--- config.mk ---
export PLATFORM = sky130hd
export DESIGN_NAME = wave_sequencer
export DESIGN_NICKNAME = d
export VERILOG_FILES = /design/src/rtl/wave_seq_pkg.sv /design/src/rtl/step_prescaler.sv /design/src/rtl/wave_sequencer.sv
export SDC_FILE = /design/constraint.sdc
export NUM_CORES = 1
export LEC_CHECK = 0
export CAP_MARGIN = 40
export CORE_MARGIN = 2
export CORE_UTILIZATION = 45
export CTS_BUF_LIST = sky130_fd_sc_hd__clkbuf_2
export CTS_CLUSTER_SIZE = 14
export DETAILED_ROUTE_END_ITERATION = 8
export HOLD_SLACK_MARGIN = 0.02
export PLACE_DENSITY = 0.65
export SYNTH_ARGS = -nofsm -noshare
export SYNTH_HDL_FRONTEND = slang
export SYNTH_SLANG_ARGS = --single-unit
--- constraint.sdc ---
create_clock -name clk -period 4.3 [get_ports clk]
set_input_delay 0.43 -clock clk [delete_from_list [all_inputs] [get_ports clk]]
set_output_delay 0.43 -clock clk [all_outputs]
set_load 0.05 [all_outputs]
--- src/rtl/wave_seq_pkg.sv ---
// Shared types and default widths for the triangle-wave sequencer.
package wave_seq_pkg;

    localparam int PRESC_W_DEF = 17;
    localparam int DWELL_W_DEF = 8;
    localparam int CYC_W_DEF   = 8;

    typedef enum logic [2:0] {
        ST_IDLE      = 3'd0,
        ST_RISE      = 3'd1,
        ST_DWELL_TOP = 3'd2,
        ST_FALL      = 3'd3,
        ST_DWELL_BOT = 3'd4,
        ST_DONE      = 3'd5
    } wave_state_t;

endpackage

--- src/rtl/step_prescaler.sv ---
// Step divider: strobes tick every div+1 enabled clocks. Holds while disabled.
module step_prescaler #(
    parameter int W = 17
) (
    input  logic         clk,
    input  logic         rst_n,
    input  logic         enable,
    input  logic         clear,
    input  logic [W-1:0] div,
    output logic         tick
);

    logic [W-1:0] cnt;

    assign tick = enable && (cnt == div);

    // Count enabled clocks, wrapping to 0 on the tick.
    always_ff @(posedge clk or negedge rst_n) begin
        if (!rst_n)      cnt <= '0;
        else if (clear)  cnt <= '0;
        else if (enable) cnt <= tick ? '0 : cnt + W'(1);
    end

endmodule

--- src/rtl/wave_sequencer.sv ---
// Triangle-wave duty sequencer: ramp up, dwell, ramp down, dwell, repeated
// for a programmed number of cycles, with start/stop/done handshake.
module wave_sequencer
    import wave_seq_pkg::*;
#(
    parameter int PRESC_W = PRESC_W_DEF,
    parameter int DWELL_W = DWELL_W_DEF,
    parameter int CYC_W   = CYC_W_DEF
) (
    input  logic               clk,
    input  logic               rst_n,
    input  logic               start,
    input  logic               stop,
    input  logic [PRESC_W-1:0] step_div,
    input  logic [7:0]         peak,
    input  logic [DWELL_W-1:0] dwell,
    input  logic [CYC_W-1:0]   n_cycles,
    output logic [7:0]         value,
    output logic               dir,
    output logic               busy,
    output logic               done
);

    wave_state_t        state, nxt;
    logic [PRESC_W-1:0] step_div_r;
    logic [7:0]         peak_r;
    logic [DWELL_W-1:0] dwell_r, dcnt, nxt_dcnt;
    logic [CYC_W-1:0]   n_cycles_r, cyc, nxt_cyc, cyc_inc;
    logic [7:0]         nxt_value, val_inc, val_dec;
    logic               stop_flag, stop_req, running, load, tick;

    assign running  = (state == ST_RISE) || (state == ST_DWELL_TOP) ||
                      (state == ST_FALL) || (state == ST_DWELL_BOT);
    // A stop sampled this cycle acts immediately, a remembered one keeps acting.
    assign stop_req = running && (stop || stop_flag);
    assign val_inc  = value + 8'd1;
    assign val_dec  = value - 8'd1;
    assign cyc_inc  = cyc + CYC_W'(1);

    step_prescaler #(.W(PRESC_W)) u_presc (
        .clk    (clk),
        .rst_n  (rst_n),
        .enable (running),
        .clear  (load),
        .div    (step_div_r),
        .tick   (tick)
    );

    // Next-state, value and counter updates.
    always_comb begin
        nxt       = state;
        nxt_value = value;
        nxt_dcnt  = dcnt;
        nxt_cyc   = cyc;
        load      = 1'b0;
        case (state)
            ST_IDLE: begin
                if (start) begin
                    load      = 1'b1;
                    nxt_value = 8'd0;
                    nxt_cyc   = '0;
                    nxt       = (peak == 8'd0) ? ST_DONE : ST_RISE;
                end
            end
            ST_RISE: begin
                // Stopping at 0 has nothing to ramp down, so finish directly.
                if (stop_req) begin
                    nxt = (value == 8'd0) ? ST_DONE : ST_FALL;
                end else if (tick) begin
                    nxt_value = val_inc;
                    if (val_inc == peak_r) begin
                        nxt      = ST_DWELL_TOP;
                        nxt_dcnt = dwell_r;
                    end
                end
            end
            ST_DWELL_TOP: begin
                if (stop_req)              nxt = ST_FALL;
                else if (tick) begin
                    if (dcnt == '0)        nxt = ST_FALL;
                    else                   nxt_dcnt = dcnt - DWELL_W'(1);
                end
            end
            ST_FALL: begin
                if (tick) begin
                    nxt_value = val_dec;
                    if (val_dec == 8'd0) begin
                        nxt      = stop_req ? ST_DONE : ST_DWELL_BOT;
                        nxt_dcnt = dwell_r;
                    end
                end
            end
            ST_DWELL_BOT: begin
                if (stop_req) begin
                    nxt = ST_DONE;
                end else if (tick) begin
                    if (dcnt == '0) begin
                        nxt_cyc = cyc_inc;
                        nxt     = (n_cycles_r != '0 && cyc_inc == n_cycles_r) ? ST_DONE : ST_RISE;
                    end else begin
                        nxt_dcnt = dcnt - DWELL_W'(1);
                    end
                end
            end
            ST_DONE: nxt = ST_IDLE;
            default: nxt = ST_IDLE;
        endcase
    end

    // State, counters and registered outputs (outputs follow the next state).
    always_ff @(posedge clk or negedge rst_n) begin
        if (!rst_n) begin
            state <= ST_IDLE;
            value <= 8'd0;
            dcnt  <= '0;
            cyc   <= '0;
            dir   <= 1'b0;
            busy  <= 1'b0;
            done  <= 1'b0;
        end else begin
            state <= nxt;
            value <= nxt_value;
            dcnt  <= nxt_dcnt;
            cyc   <= nxt_cyc;
            dir   <= (nxt == ST_RISE) || (nxt == ST_DWELL_TOP);
            busy  <= (nxt == ST_RISE) || (nxt == ST_DWELL_TOP) ||
                     (nxt == ST_FALL) || (nxt == ST_DWELL_BOT);
            done  <= (nxt == ST_DONE);
        end
    end

    // Configuration snapshot taken when a start is accepted.
    always_ff @(posedge clk or negedge rst_n) begin
        if (!rst_n) begin
            step_div_r <= '0;
            peak_r     <= 8'd0;
            dwell_r    <= '0;
            n_cycles_r <= '0;
        end else if (load) begin
            step_div_r <= step_div;
            peak_r     <= peak;
            dwell_r    <= dwell;
            n_cycles_r <= n_cycles;
        end
    end

    // Pending stop: remembered while busy, forgotten once back in IDLE.
    always_ff @(posedge clk or negedge rst_n) begin
        if (!rst_n)                stop_flag <= 1'b0;
        else if (state == ST_IDLE) stop_flag <= 1'b0;
        else if (running && stop)  stop_flag <= 1'b1;
    end

endmodule

==> metrics.yaml <==
status: "finished, final reports clean"
grt_pass1_wl_mm: 19.4
grt_usage_pct: 19.3
cp.buffers_inverters: 2
via_per_inst: 5.64
finClkSkew_ns: 0.0266
post-route-min-period_ns: 3.59
slew_headroom_pct: 46.5
p_switching_mw: 1.66
clk_latency_ns: 0.59
ys_warn_count: 0
layout_worst_path_cycle_share_pct: 83.6
rsz0062_at_grt: "no"
cts.path.max_buffers: 2
drc: 0
drt_pass1_iterations: 4
ant_nets: 0
fin_nets: 623
p_seq_share_pct: 42.0
tritoncts: "done"
fin_tns_setup_ns: 0
cp_data_arrival_time_ns: 4.11
critPathKind: "register to register"
fp.dieH_um: 111
final_hold_viol_count: 0
dieArea_sq_um: 12300
die_w_um: 111
slew_violations: 0
core-area_sq_um: 11300
clk_pin_slew_ns: 0.24
start_util_pct: 45.5
grt-ovfl-total: 0
hpwl_mm: 8.12
synth_edf_count: 0
drv_cap: 0
synthCells: 527
placed_cells: 701
ys_seq_area_share_pct: 43.2
vias: 4050
num_io_pins: 56
cts_buffers: 9
slowest_stage: "dfrtp_1"
internal_power_mw: 2.17
ys_ff_latch: 89
antennaDiodeCount: 0
path_cells: "inv_1, ha_1, xnor2_1, o2111ai_1, nor4_1, a21boi_0, or3b_1, or3_1, buf_16, a31oi_4"
cp_top_family: "simple AND/OR/NAND/NOR gates"
dp_slack_ns: 0.733
grt_pass1_vias: 4029
drt-initial-drc-count: 200
power_density_nw_per_um2: 646
syn2layout_area_growth_pct: 14.9
p_leak_nw: 2.46
max_stage_delay_ns: 0.67
fill_cells: 1055
worstPathRequired_ns: 4.81
cts-htree-levels: 3
worst_slack_ns: 0.705
core.rowCount: 39
numClockSinks: 89
synthDistinctLibCells: 60
tightest_slew_ns: 0.799
ys.flop_type: "dfrtp_1"
irDropWorstVdd_mv: 0.334
synth_nets: 580
grt_max_degree: 60
final_cell_count_no_fill: 718
avgSynthCellArea_sq_um: 9.78
wl_mm: 11.4
gp_congestion: 0.907
clockPowerShare_pct: 11.0
drive_above_1_share_pct: 14.6
clockRootBuffer: "clkbuf_2"
postCtsResizedCells: 0
setup_violations: 0
cp-start-kind: "register"
fmax_ghz: 0.278
comb_power_share_pct: 47.0
worst_setup_path_end_kind: "register"
sw_frac_of_total_pct: 43.3
min_path_type: "input pin to asynchronous set/reset pin"
antenna_found_initial: 0
port_buffers: 55
wire_per_inst_um: 15.9
syn_area_sq_um: 5160
crit_fanout: 14
synthArstFlopShare_pct: 100
## logic make-up after synthesis
kind of cell	synth area share (%)
muxes	9.78
adders and majority gates	1.94
and+or+nand+nor	17.1
xor gates and xnor gates	7.30
DFF	43.2
buffers and inverters	3.81
AOI/OAI and AO/OA	16.8
## path summary, 6_finish.rpt
path                                              from                     endpoint  slack [ns]  cells past startpoint
worst min register to register  dwell_r[6]$_DFFE_PN0P_       dwell_r[6]$_DFFE_PN0P_        0.55                      1
worst max-delay path              value[0]$_DFFE_PN0P_  u_presc.cnt[14]$_DFFE_PN0P_        0.71                     10
worst max register to register    value[0]$_DFFE_PN0P_  u_presc.cnt[14]$_DFFE_PN0P_        0.71                     10
min in group clk                           n_cycles[0]    n_cycles_r[0]$_DFFE_PN0P_        0.43                      2
max in group asynchronous                        rst_n               busy$_DFF_PN0_        3.00                      3
worst min-delay path                             rst_n    n_cycles_r[1]$_DFFE_PN0P_        0.42                      2
## worst reg2reg max path: cells and delay by family, from the launching register on
| family | cells | cell delay [ns] |
|---|---|---|
| xor+xnor | 1 | 0.15 |
| flops | 1 | 0.67 |
| compound gates | 3 | 0.44 |
| simple gates | 3 | 1.52 |
| buf+inv | 2 | 0.38 |
| fa+ha+maj | 1 | 0.37 |
## final cells by class
cell class | count | area [sq um] | share of cell area [%]
Tap cell | 143 | 179 | 3.02
Multi-Input combinational cell | 393 | 2730 | 46.2
Clock inverter | 4 | 43.8 | 0.739
Clock buffer | 12 | 60.1 | 1.01
Inverter | 15 | 56.3 | 0.951
Sequential cell | 89 | 2230 | 37.6
Timing Repair Buffer | 62 | 623 | 10.5
## layout by cell type (no fill, tap or decap), types with 2 or more instances in the layout
cell type / count
nand2b_1: 3
o22ai_2: 2
dfrtp_1: 89
o22a_1: 2
o22ai_1: 3
a21o_1: 3
o31ai_1: 12
inv_1: 15
o41ai_1: 2
mux2i_1: 2
mux2_2: 41
or2_2: 5
nor2_1: 42
a21boi_0: 2
nor3_1: 12
a21oi_1: 21
nor2b_1: 6
a41oi_1: 2
o21a_1: 2
xnor2_1: 27
or3_1: 9
xor2_1: 16
buf_4: 6
o21ai_0: 35
o211ai_1: 3
nand3_1: 22
ha_1: 8
and4_1: 2
clkdlybuf4s50_1: 54
clkinv_2: 2
and2_1: 2
a211oi_1: 2
o2111ai_1: 2
nor4_1: 11
a31oi_1: 18
nand2_1: 32
a31oi_4: 5
and3_1: 15
clkbuf_2: 12
o21ai_1: 2
## state kept, by name, summed over array words and instances, names as in the netlist, 3 cells and up
register / flops
peak_r: 8
n_cycles_r: 8
step_div_r: 17
dwell_r: 8
cyc: 8
state: 3
u_presc.cnt: 17
dcnt: 8
value: 8
## cell usage after synthesis, drive strengths merged, types with 12 or more instances
master   n  area, sq um
a21oi   22          114
a31oi   23          219
and3    15         93.8
buf     12         72.6
clkbuf  18         67.6
dfrtp   89         2230
inv     15         56.3
mux2    41          462
nand2   32          120
nand3   22          110
nor2    42          158
nor3    13         70.1
o21ai   37          185
o31ai   12         90.1
xnor2   27          236
xor2    16          140
## layer usage
| layer | up-vias | global-route usage [%] | wire length (um) |
|---|---|---|---|
| met3 | 13 | 3.12 | 393 |
| met1 | 1962 | 25.4 | 5310 |
| li1 | 1986 | - | - |
| met2 | 89 | 32.2 | 5540 |
| met5 | - | 0 | 0 |
| met4 | 0 | 7.49 | 179 |
## per-stage QoR
| stage | hold WS [ns] | total power [mW] | instance area [sq um] | utilization, % |
|---|---|---|---|---|
| 3_5_place_dp | 0.503 | 3.43 | 5810 | 51.3 |
| 5_1_grt | 0.407 | 4.12 | 5920 | 52.3 |
| 6_report | 0.420 | 3.83 | 5920 | 52.3 |
| 3_3_place_gp | 0.496 | 3.36 | 5780 | 51.1 |
| 2_1_floorplan | 0.134 | 2.94 | 5160 | - |
| 4_1_cts | 0.394 | 3.85 | 5920 | 52.3 |
## what timing repair did
action                    4_1_cts  5_1_grt
hold endpoints to repair       58        0
hold buffers                    1        0
setup buffers                   0        0
## power by group through the flow
stage / Sequential [mW] / Clock [mW] / Combinational, mW
after floorplan: 1.60 / 0 / 1.33
after global placement: 1.62 / 0 / 1.75
after detailed placement: 1.63 / 0 / 1.80
after CTS: 1.61 / 0.437 / 1.81
after global routing: 1.68 / 0.467 / 1.98
final: 1.61 / 0.420 / 1.80
No activity file was read; power rests on OpenSTA's default activity.
